--- config.mk ---
export PLATFORM = sky130hd
export DESIGN_NAME = seq_frame_tx
export DESIGN_NICKNAME = d
export VERILOG_FILES = /design/src/rtl/seq_frame_tx.sv
export SDC_FILE = /design/constraint.sdc
export NUM_CORES = 1
export LEC_CHECK = 0
export BUFFER_PORTS_ARGS = -buffer_cell sky130_fd_sc_hd__buf_2
export CORE_MARGIN = 5
export CORE_UTILIZATION = 54
export CTS_CLUSTER_DIAMETER = 40
export CTS_CLUSTER_SIZE = 10
export DETAILED_ROUTE_END_ITERATION = 10
export PLACE_DENSITY = 0.79
export SYNTH_ARGS = -nofsm -noshare
export SYNTH_HDL_FRONTEND = slang
export SYNTH_SLANG_ARGS = --single-unit
--- constraint.sdc ---
create_clock -name clk -period 2.3 [get_ports clk]
set_input_delay 0.23 -clock clk [delete_from_list [all_inputs] [get_ports clk]]
set_output_delay 0.23 -clock clk [all_outputs]
set_load 0.005 [all_outputs]
--- src/rtl/seq_frame_tx.sv ---
// Serial frame transmitter: sync word, then the payload MSB first, then an idle gap, one bit per clock.
// Latency: first sync bit appears one cycle after the handshake edge; last payload bit 8+PAYLOAD_W cycles after it.
// Backpressure: data_ready is high only in IDLE; data_valid offered while busy is ignored and data_in is not sampled.
module seq_frame_tx #(
    parameter logic [7:0] SYNC_PATTERN = 8'b1011_0001,
    parameter int         PAYLOAD_W    = 8,
    parameter int         GAP_CYCLES   = 2
) (
    input  logic                 clk,
    input  logic                 rst_n,
    input  logic                 data_valid,
    input  logic [PAYLOAD_W-1:0] data_in,
    output logic                 data_ready,
    output logic                 seq_out,
    output logic                 seq_out_valid,
    output logic                 busy,
    output logic                 frame_done
);

    // The counter must also reach the last gap bit, so GAP_CYCLES joins the sizing.
    localparam int CNT_N = (PAYLOAD_W > 8) ?
                           ((PAYLOAD_W > GAP_CYCLES) ? PAYLOAD_W : GAP_CYCLES) :
                           ((GAP_CYCLES > 8) ? GAP_CYCLES : 8);
    localparam int CW = $clog2(CNT_N);

    localparam logic [CW-1:0] SYNC_LAST = CW'(7);
    localparam logic [CW-1:0] PAY_LAST  = CW'(PAYLOAD_W - 1);
    localparam logic [CW-1:0] GAP_LAST  = CW'((GAP_CYCLES > 0) ? GAP_CYCLES - 1 : 0);

    typedef enum logic [1:0] {
        IDLE    = 2'd0,
        SYNC    = 2'd1,
        PAYLOAD = 2'd2,
        GAP     = 2'd3
    } state_t;

    state_t               state, state_nxt;
    logic [CW-1:0]        cnt, cnt_nxt;
    logic [PAYLOAD_W-1:0] shreg, shreg_nxt;
    logic                 out_nxt, out_vld_nxt, busy_nxt, done_nxt;

    assign data_ready = (state == IDLE);

    always_ff @(posedge clk or negedge rst_n) begin
        if (!rst_n) begin
            state         <= IDLE;
            cnt           <= '0;
            shreg         <= '0;
            seq_out       <= 1'b0;
            seq_out_valid <= 1'b0;
            busy          <= 1'b0;
            frame_done    <= 1'b0;
        end else begin
            state         <= state_nxt;
            cnt           <= cnt_nxt;
            shreg         <= shreg_nxt;
            seq_out       <= out_nxt;
            seq_out_valid <= out_vld_nxt;
            busy          <= busy_nxt;
            frame_done    <= done_nxt;
        end
    end

    // Outputs are computed from the current state and registered, so the line lags the state by one cycle.
    always_comb begin
        state_nxt   = state;
        cnt_nxt     = cnt;
        shreg_nxt   = shreg;
        out_nxt     = 1'b0;
        out_vld_nxt = 1'b0;
        busy_nxt    = 1'b0;
        done_nxt    = 1'b0;
        case (state)
            IDLE: begin
                if (data_valid) begin
                    state_nxt = SYNC;
                    cnt_nxt   = '0;
                    shreg_nxt = data_in;
                end
            end
            SYNC: begin
                out_nxt     = SYNC_PATTERN[3'd7 - cnt[2:0]];
                out_vld_nxt = 1'b1;
                busy_nxt    = 1'b1;
                if (cnt == SYNC_LAST) begin
                    state_nxt = PAYLOAD;
                    cnt_nxt   = '0;
                end else begin
                    cnt_nxt = cnt + CW'(1);
                end
            end
            PAYLOAD: begin
                out_nxt     = shreg[PAYLOAD_W-1];
                shreg_nxt   = shreg << 1;
                out_vld_nxt = 1'b1;
                busy_nxt    = 1'b1;
                if (cnt == PAY_LAST) begin
                    done_nxt  = 1'b1;
                    state_nxt = (GAP_CYCLES == 0) ? IDLE : GAP;
                    cnt_nxt   = '0;
                end else begin
                    cnt_nxt = cnt + CW'(1);
                end
            end
            GAP: begin
                busy_nxt = 1'b1;
                if (cnt == GAP_LAST) begin
                    state_nxt = IDLE;
                    cnt_nxt   = '0;
                end else begin
                    cnt_nxt = cnt + CW'(1);
                end
            end
            default: begin
                state_nxt = IDLE;
                cnt_nxt   = '0;
            end
        endcase
    end

endmodule

==> results of run 1 <==
==> what timing repair did <==
action | CTS | global route
endpoints found under the hold margin | 17 | 0
endpoints found under the setup margin | 0 | 0
hold buffers | 1 | 0
==> worst max-delay path, delay by kind of cell, from the launching register on <==
kind                       cells  cell delay [ns]
buffers and inverters          2             0.27
DFF                            1             0.41
and+or+nand+nor                1             0.14
adders and majority gates      1             0.21
AOI/OAI and AO/OA              1             0.34
muxes                          1             0.35
==> flip-flops by register name, indices dropped and copies added (netlist names) <==
name and count:
seq_out 1, shreg 8, busy 1, frame_done 1, state 2, cnt 3, seq_out_valid 1
==> worst paths after layout <==
| path | start | endpoint | slack (ns) | cells after the start |
|---|---|---|---|---|
| max | state[0] | state[1] | 0.49 | 6 |
| min | data_in[5] | shreg[5] | 0.20 | 3 |
| max reg2reg | state[0] | state[1] | 0.49 | 6 |
| min reg2reg | shreg[5] | shreg[6] | 0.53 | 1 |
| max in group asynchronous | rst_n | cnt[0] | 1.62 | 2 |
| min in group asynchronous | rst_n | frame_done | 0.40 | 2 |
==> stage by stage <==
stage | hold WS [ns] | worst slack (ns)
6_report | 0.200 | 0.487
3_3_place_gp | 0.170 | 0.536
4_1_cts | 0.198 | 0.468
3_5_place_dp | 0.175 | 0.483
5_1_grt | 0.216 | 0.344
2_1_floorplan | -0.0656 | 0.526
==> power groups by stage <==
| stage | logic (mW) | clock network [mW] | registers [mW] |
|---|---|---|---|
| 6_report | 0.754 | 0.160 | 0.513 |
| 3_5_place_dp | 0.756 | 0 | 0.519 |
| 4_1_cts | 0.761 | 0.163 | 0.513 |
| 2_1_floorplan | 0.580 | 0 | 0.498 |
| 3_3_place_gp | 0.725 | 0 | 0.507 |
| 5_1_grt | 0.851 | 0.175 | 0.530 |
==> Yosys cell counts <==
| cell | count |
|---|---|
| a21boi_0 | 1 |
| a31oi_1 | 1 |
| nand2_1 | 5 |
| mux2_1 | 1 |
| a2bb2oi_1 | 1 |
| clkbuf_1 | 2 |
| buf_4 | 1 |
| nor3b_1 | 1 |
| nand3b_1 | 1 |
| or2_2 | 1 |
| o21ai_0 | 4 |
| nand3_1 | 7 |
| buf_2 | 1 |
| ha_1 | 9 |
| buf_6 | 1 |
| a221o_1 | 6 |
| nor2b_1 | 4 |
| nor2_1 | 2 |
| a21oi_1 | 8 |
| o41ai_1 | 1 |
| o31ai_1 | 1 |
| a211oi_1 | 1 |
| dfrtp_1 | 17 |
| and3_1 | 1 |
| nand4b_1 | 1 |
| inv_1 | 6 |
| and2_1 | 2 |
| a2111oi_4 | 1 |
| nand2b_1 | 7 |
==> per-layer routing <==
layer | track usage, % | wire (um) | vias to the layer above
met5 | 0 | 0 | -
met4 | 3.83 | 6 | 0
met3 | 2.85 | 96 | 2
met2 | 25.0 | 914 | 19
met1 | 21.7 | 913 | 360
li1 | - | - | 379
==> cell type report <==
cell class / count / area, sq um
clock buffers: 4 / 26.3
well taps: 25 / 31.3
flip-flops and latches: 17 / 425
multi-input cells: 67 / 497
inverters: 6 / 22.5
repair buffers: 20 / 115
fillers: 156 / 609
==> logic make-up after synthesis <==
kind of cell             synth area share (%)
AND/OR/NAND/NOR                          18.3
AO/OA/AOI/OAI                            19.9
flip-flops                               43.6
buffers and inverters                    5.51
adder cells (fa/ha/maj)                  11.5
multiplexers                             1.15
==> impl_metrics.ini, run 1 <==
[sta]
drv_slew = 0
min_period_ns = 1.81
tns_ns = 0
max_freq_ghz = 0.551
fin_crit_sh_pct = 78.8
fin_worst_skew_ns = 0.00385
rsz0062_at_grt = no
worstMarginPinSlew_ns = 0.401
hold_viol_final = 0
setup_viol = 0
slew_headroom_pct = 73.2

[die]
fp.dieH_um = 52.5
initial_utilization_pct = 56.5
rows = 15
die_width_um = 52.5
io_pins = 16
die_area_sq_um = 2760
core_sq_um = 1730

[critical_path]
slowest_delay_ns = 0.41
crit_type = reg2reg
critical_path.max_fanout = 7
crit_required_ns = 2.47
crit_path_end_kind = register
critPathSlowestCell = dfrtp_1
worst_ep_arrival_time_ns = 1.99
start_kind = register
cp_cell_sequence = inv_1, ha_1, nor2b_1, buf_4, a2111oi_4, mux2_1

[worst_hold_path]
hp-class = in2reg

[global_routing]
grt_pass1_vias = 735
antenna_found_initial = 0
grt_max_degree = 18
grt_overflow = 0
grt_first_pass_wirelength_mm = 3.29
grtUsageTotal_pct = 15.7

[drt]
vias_per_cell = 5.47
vias = 760
wl_mm = 1.93
routedWlPerCell_um = 13.9
first_pass_iters = 4
drc = 0
ant_nets = 0
drt_iter0_drc = 22

[synthesis]
syn_avg_cell_area_sq_um = 10.3
synthCells = 95
synth_area_sq_um = 976
syn_nets = 115
ys_types = 29
yosys_warnings = 0
synth_area_leaders = dfrtp_1, ha_1, a221o_1, nand2b_1, a21oi_1
synth_top_area_cell = dfrtp_1
ys_ff_latch = 17
synth_top_area_share_pct = 43.6
ys_seq_area_share_pct = 43.6

[power]
vdd_drop_max_uv = 676
pwr-share-seq_pct = 35.9
switching_share_pct = 40.3
pwr-share-clk_pct = 11.2
p_comb_share_pct = 52.9
p_per_area_nw_per_um2 = 1280
p_int_uw = 852
p_leak_nw = 0.534
total_power_mw = 1.43
p_switching_uw = 575

[place]
dpl_cell_area_sq_um = 1080
io_buffers = 15
place_inst = 134
finalWeightedCongestion = 0.759
dp_hpwl_mm = 1.43

[cts]
cts_setup_buffers = 0
cts_tree = built
cts_resized = 0
clockRootBuffer = clkbuf_4
clock_latency_ns = 0.28
numClockSinks = 17
clk_path_buf_depth = 2
cts-buffers-inserted = 3
htreeDepth = 1
clkTransAtPathRegs_ns = 0.10

[cells_and_area]
final_cells = 139
layout.cells.most_common = dfrtp_1
final_cell_mix = dfrtp_1, buf_2, ha_1
area_growth_pct = 14.5
diodes = 0
drive_gt1_share_pct = 21.1
final_util_pct = 64.7
fin_area_sq_um = 1120
nets = 135

[job]
cap_violations = 0

[status]
status = complete, no violations
Note: power is estimated with default switching activity, not from simulation.
==> inputs of run 2 (changes only) <==
==> constraint.sdc (replaced) <==
create_clock -name clk -period 1.9 [get_ports clk]
set_input_delay 0.19 -clock clk [delete_from_list [all_inputs] [get_ports clk]]
set_output_delay 0.19 -clock clk [all_outputs]
set_load 0.005 [all_outputs]
==> impl_metrics.ini, run 2 (same netlist as run 1, synthesis figures left out) <==
[sta]
rsz0062_at_grt = no
tns_ns = 0
hold_viol_final = 0
fin_crit_sh_pct = 95.0
worstMarginPinSlew_ns = 0.420
max_freq_ghz = 0.554
fin_worst_skew_ns = 0.00467
setup_viol = 0
min_period_ns = 1.80
drv_slew = 0
whs_ns = 0.180
slew_headroom_pct = 72.0

[critical_path]
start_kind = register
worst_ep_arrival_time_ns = 1.98
slowest_delay_ns = 0.42
critPathSlowestCell = dfrtp_1
crit_path_end_kind = register
r2r_start = state[0]
path_common_cell = nor2b_1
critical_path.max_fanout = 10
r2r_cells = 6
reg2reg_to = shreg[3]
crit_type = reg2reg
crit_required_ns = 2.07
cp_cell_sequence = inv_1, ha_1, nor2b_1, buf_4, nor2b_1, a221o_1
r2r_slack_ns = 0.1

[global_routing]
grt_util_met2_pct = 26.9
grtUsageTotal_pct = 16.8
antenna_found_initial = 0
grt_pass1_vias = 753
met3_usage_pct = 3.42
grt_util_met1_pct = 23.3
grt-busiest-layer = met2
grt_first_pass_wirelength_mm = 3.39
grt_max_degree = 18
grt_overflow = 0

[cells_and_area]
layout.cells.most_common = dfrtp_1
largest_reg_flops = 8
final_util_pct = 64.7
regMostFlops = shreg
final_cell_mix = dfrtp_1, buf_2, ha_1
final_cells = 139
area_growth_pct = 14.5
diodes = 0
top_regs = shreg: 8 flops, cnt: 3 flops, state: 2 flops
drive_gt1_share_pct = 21.1
nets = 135

[drt]
routedWlPerCell_um = 13.9
drt_iter0_drc = 15
first_pass_iters = 4
vias_per_cell = 5.44
ant_nets = 0
vias = 756
drc = 0
wl_mm = 1.94

[cts]
cts-buffers-inserted = 3
clock_latency_ns = 0.29
cts_resized = 0
cts_tree = built
numClockSinks = 17
clockRootBuffer = clkbuf_4
clk_path_buf_depth = 2
clkTransAtPathRegs_ns = 0.10
htreeDepth = 1

[worst_hold_path]
worstHoldStart = data_in[5]
hp-class = in2reg
hold_depth = 3
worstHoldEndpoint = shreg[5]

[die]
die_area_sq_um = 2760
io_pins = 16
rows = 15
fp.dieH_um = 52.5
core_sq_um = 1730
initial_utilization_pct = 56.5
die_width_um = 52.5

[place]
dp_hpwl_mm = 1.45
io_buffers = 15
place_inst = 134
finalWeightedCongestion = 0.775

[power]
p_leak_nw = 0.534
p_comb_share_pct = 53.6
p_int_mw = 1.03
p_switching_uw = 712
p_per_area_nw_per_um2 = 1560
switching_share_pct = 40.8
pwr-share-seq_pct = 35.5
pwr-share-clk_pct = 10.9
vdd_drop_max_uv = 976

[job]
cap_violations = 0

[status]
status = complete, no violations
-- run 2: cell counts in the layout (fill, tap and decap cells not counted) --
No cell type changed its count.
-- run 2: worst max-delay path: cells and delay by family (launching register included) --
kind                       cells  cell delay (ns)
DFF                            1             0.42
AOI/OAI and AO/OA              1             0.31
and+or+nand+nor                2             0.43
adders and majority gates      1             0.18
buffers and inverters          2             0.35
-- run 2: what timing repair did --
item	CTS	global route
hold buffers	1	0
setup endpoints to repair	0	0
setup buffers	0	0
hold endpoints to repair	17	0
-- run 2: cell type report --
class                   instances  area [sq um]
clock buffers                   4          26.3
fillers                       147           609
flip-flops and latches         17           425
multi-input cells              67           497
inverters                       6          22.5
well taps                      25          31.3
repair buffers                 20           115
-- run 2: power groups by stage --
stage	logic (mW)	clock network [mW]	registers [mW]
6_report	0.935	0.191	0.620
5_1_grt	1.04	0.220	0.637
4_1_cts	0.935	0.194	0.618
3_5_place_dp	0.928	0	0.625
3_3_place_gp	0.877	0	0.616
2_1_floorplan	0.702	0	0.603
-- run 2: worst max path at each step --
stage	startpoint	endpoint	slack, ns
after floorplan	state[0]	state[1]	0.13
after global placement	state[0]	shreg[3]	0.22
after detailed placement	state[0]	shreg[4]	0.10
after CTS	state[0]	shreg[4]	0.09
after global routing	state[0]	shreg[3]	0.006
final	state[0]	shreg[3]	0.1
-- run 2: metal layers --
layer  up-vias  share of wire (%)
li1        374                  -
met1       366                 48
met2        14                 47
met3         2                3.9
met4         0               0.88
met5         -                  0
-- run 2: stage by stage --
stage / total power [mW] / worst slack (ns) / area (sq um)
after floorplan: 1.30 / 0.126 / 976
after CTS: 1.75 / 0.0912 / 1120
after global placement: 1.49 / 0.218 / 1080
final: 1.75 / 0.0950 / 1120
after global routing: 1.90 / 0.00590 / 1120
after detailed placement: 1.55 / 0.104 / 1080
==> inputs of run 3 (changes only) <==
--- a/config.mk
+++ b/config.mk
@@ -9,9 +9,10 @@
 export CORE_MARGIN = 5
 export CORE_UTILIZATION = 54
 export CTS_CLUSTER_DIAMETER = 40
-export CTS_CLUSTER_SIZE = 10
+export CTS_CLUSTER_SIZE = 16
 export DETAILED_ROUTE_END_ITERATION = 10
 export PLACE_DENSITY = 0.79
+export RECOVER_POWER = 25
 export SYNTH_ARGS = -nofsm -noshare
 export SYNTH_HDL_FRONTEND = slang
 export SYNTH_SLANG_ARGS = --single-unit
==> impl_metrics.ini, run 3 (same netlist as run 1, synthesis figures left out) <==
[status]
status = complete, no violations

[place]
dpl_cell_area_sq_um = 1080
dp_hpwl_mm = 1.45
io_buffers = 15
finalWeightedCongestion = 0.775
dp_slack_ns = 0.104

[critical_path]
crit_path_end_kind = register
crit_type = reg2reg
r2r_cells = 6
r2r_slack_ns = 0.1
reg2reg_to = shreg[3]
worst_ep_arrival_time_ns = 1.98
start_kind = register
crit_required_ns = 2.07
r2r_start = state[0]
critical_path.max_fanout = 10

[sta]
setup_viol = 0
fin_crit_sh_pct = 95.0
min_period_ns = 1.80
max_freq_ghz = 0.554
worstMarginPinSlew_ns = 0.894
tns_ns = 0
timing.final.ws_setup_ns = 0.0950
fin_worst_skew_ns = 0.00467
hold_viol_final = 0
rsz0062_at_grt = no
drv_slew = 0
whs_ns = 0.180
slew_headroom_pct = 40.4

[cells_and_area]
largest_reg_flops = 8
fillers = 148
fin_area_sq_um = 1120
drive_gt1_share_pct = 20.2
layout.cells.most_common = dfrtp_1
area_growth_pct = 14.4
final_cell_mix = dfrtp_1, buf_2, ha_1
top_regs = shreg: 8 flops, cnt: 3 flops, state: 2 flops
diodes = 0
regMostFlops = shreg
nets = 135

[power]
total_power_mw = 1.74
p_leak_nw = 0.531
vdd_drop_max_uv = 976
p_switching_uw = 712
switching_share_pct = 40.8
p_comb_share_pct = 53.6
p_per_area_nw_per_um2 = 1560
pwr-share-clk_pct = 10.9
pwr-share-seq_pct = 35.5
p_int_mw = 1.03

[worst_hold_path]
hp-class = in2reg
worstHoldStart = data_in[5]
worstHoldEndpoint = shreg[5]
hold_depth = 3

[global_routing]
grt_first_pass_wirelength_mm = 3.39
grt_max_degree = 18
grt_overflow = 0
grtUsageTotal_pct = 16.8
grt_pass1_vias = 753
antenna_found_initial = 0

[die]
die_width_um = 52.5
fp.dieH_um = 52.5
io_pins = 16
die_area_sq_um = 2760
rows = 15
initial_utilization_pct = 56.5
core_sq_um = 1730

[cts]
clkTransAtPathRegs_ns = 0.10
cts-buffers-inserted = 3
cts_resized = 0
clock_latency_ns = 0.29
cts_tree = built
numClockSinks = 17
ctsHoldBuffers = 1
clk_path_buf_depth = 2
htreeDepth = 1
cts_setup_buffers = 0
clockRootBuffer = clkbuf_4

[drt]
vias_per_cell = 5.44
first_pass_iters = 4
drc = 0
ant_nets = 0
routedWlPerCell_um = 13.9
wl_mm = 1.94
drt_iter0_drc = 15
vias = 756

[job]
cap_violations = 0
-- run 3: changes by cell type in the layout (fill, tap and decap cells not counted) --
| cell | change |
|---|---|
| buf_2 | -1 |
| clkbuf_1 | +1 |
-- run 3: power by group through the flow --
stage	clock (mW)	sequential, mW	combinational [mW]
after floorplan	0	0.603	0.702
after global placement	0	0.616	0.877
after detailed placement	0	0.625	0.928
after CTS	0.194	0.618	0.935
after global routing	0.220	0.637	1.04
final	0.191	0.620	0.935
-- run 3: stage by stage --
| step | util, % | cells |
|---|---|---|
| finish | 64.6 | 139 |
| global route | 64.6 | 139 |
| CTS | 64.7 | 139 |
| detailed placement | 62.6 | 134 |
| global placement | 62.6 | 134 |
| floorplan | - | 95 |
-- run 3: routing by layer --
| metal | global-route usage [%] | wire (um) |
|---|---|---|
| met1 | 23.3 | 934 |
| met5 | 0 | 0 |
| met4 | 3.83 | 17 |
| met2 | 26.9 | 909 |
| met3 | 3.42 | 75 |
-- run 3: worst max path at each step --
| stage | to | startpoint | cells after the start | slack, ns |
|---|---|---|---|---|
| finish | shreg[3] | state[0] | 6 | 0.1 |
| global route | shreg[3] | state[0] | 6 | 0.006 |
| CTS | shreg[4] | state[0] | 6 | 0.09 |
| detailed placement | shreg[4] | state[0] | 6 | 0.10 |
| global placement | shreg[3] | state[0] | 6 | 0.22 |
| floorplan | state[1] | state[0] | 6 | 0.13 |
-- run 3: area by class of cell --
cell class,count,area [sq um],share of cell area (%)
Multi-Input combinational cell,67,497,44.5
Clock buffer,4,26.3,2.35
Timing Repair Buffer,20,114,10.2
Inverter,6,22.5,2.02
Tap cell,25,31.3,2.80
Sequential cell,17,425,38.1
-- run 3: critical path: stages, from the launching register on --
cell	delay, ns
dfrtp_1	0.42
inv_1	0.12
ha_1	0.18
nor2b_1	0.31
buf_4	0.23
nor2b_1	0.12
a221o_1	0.31
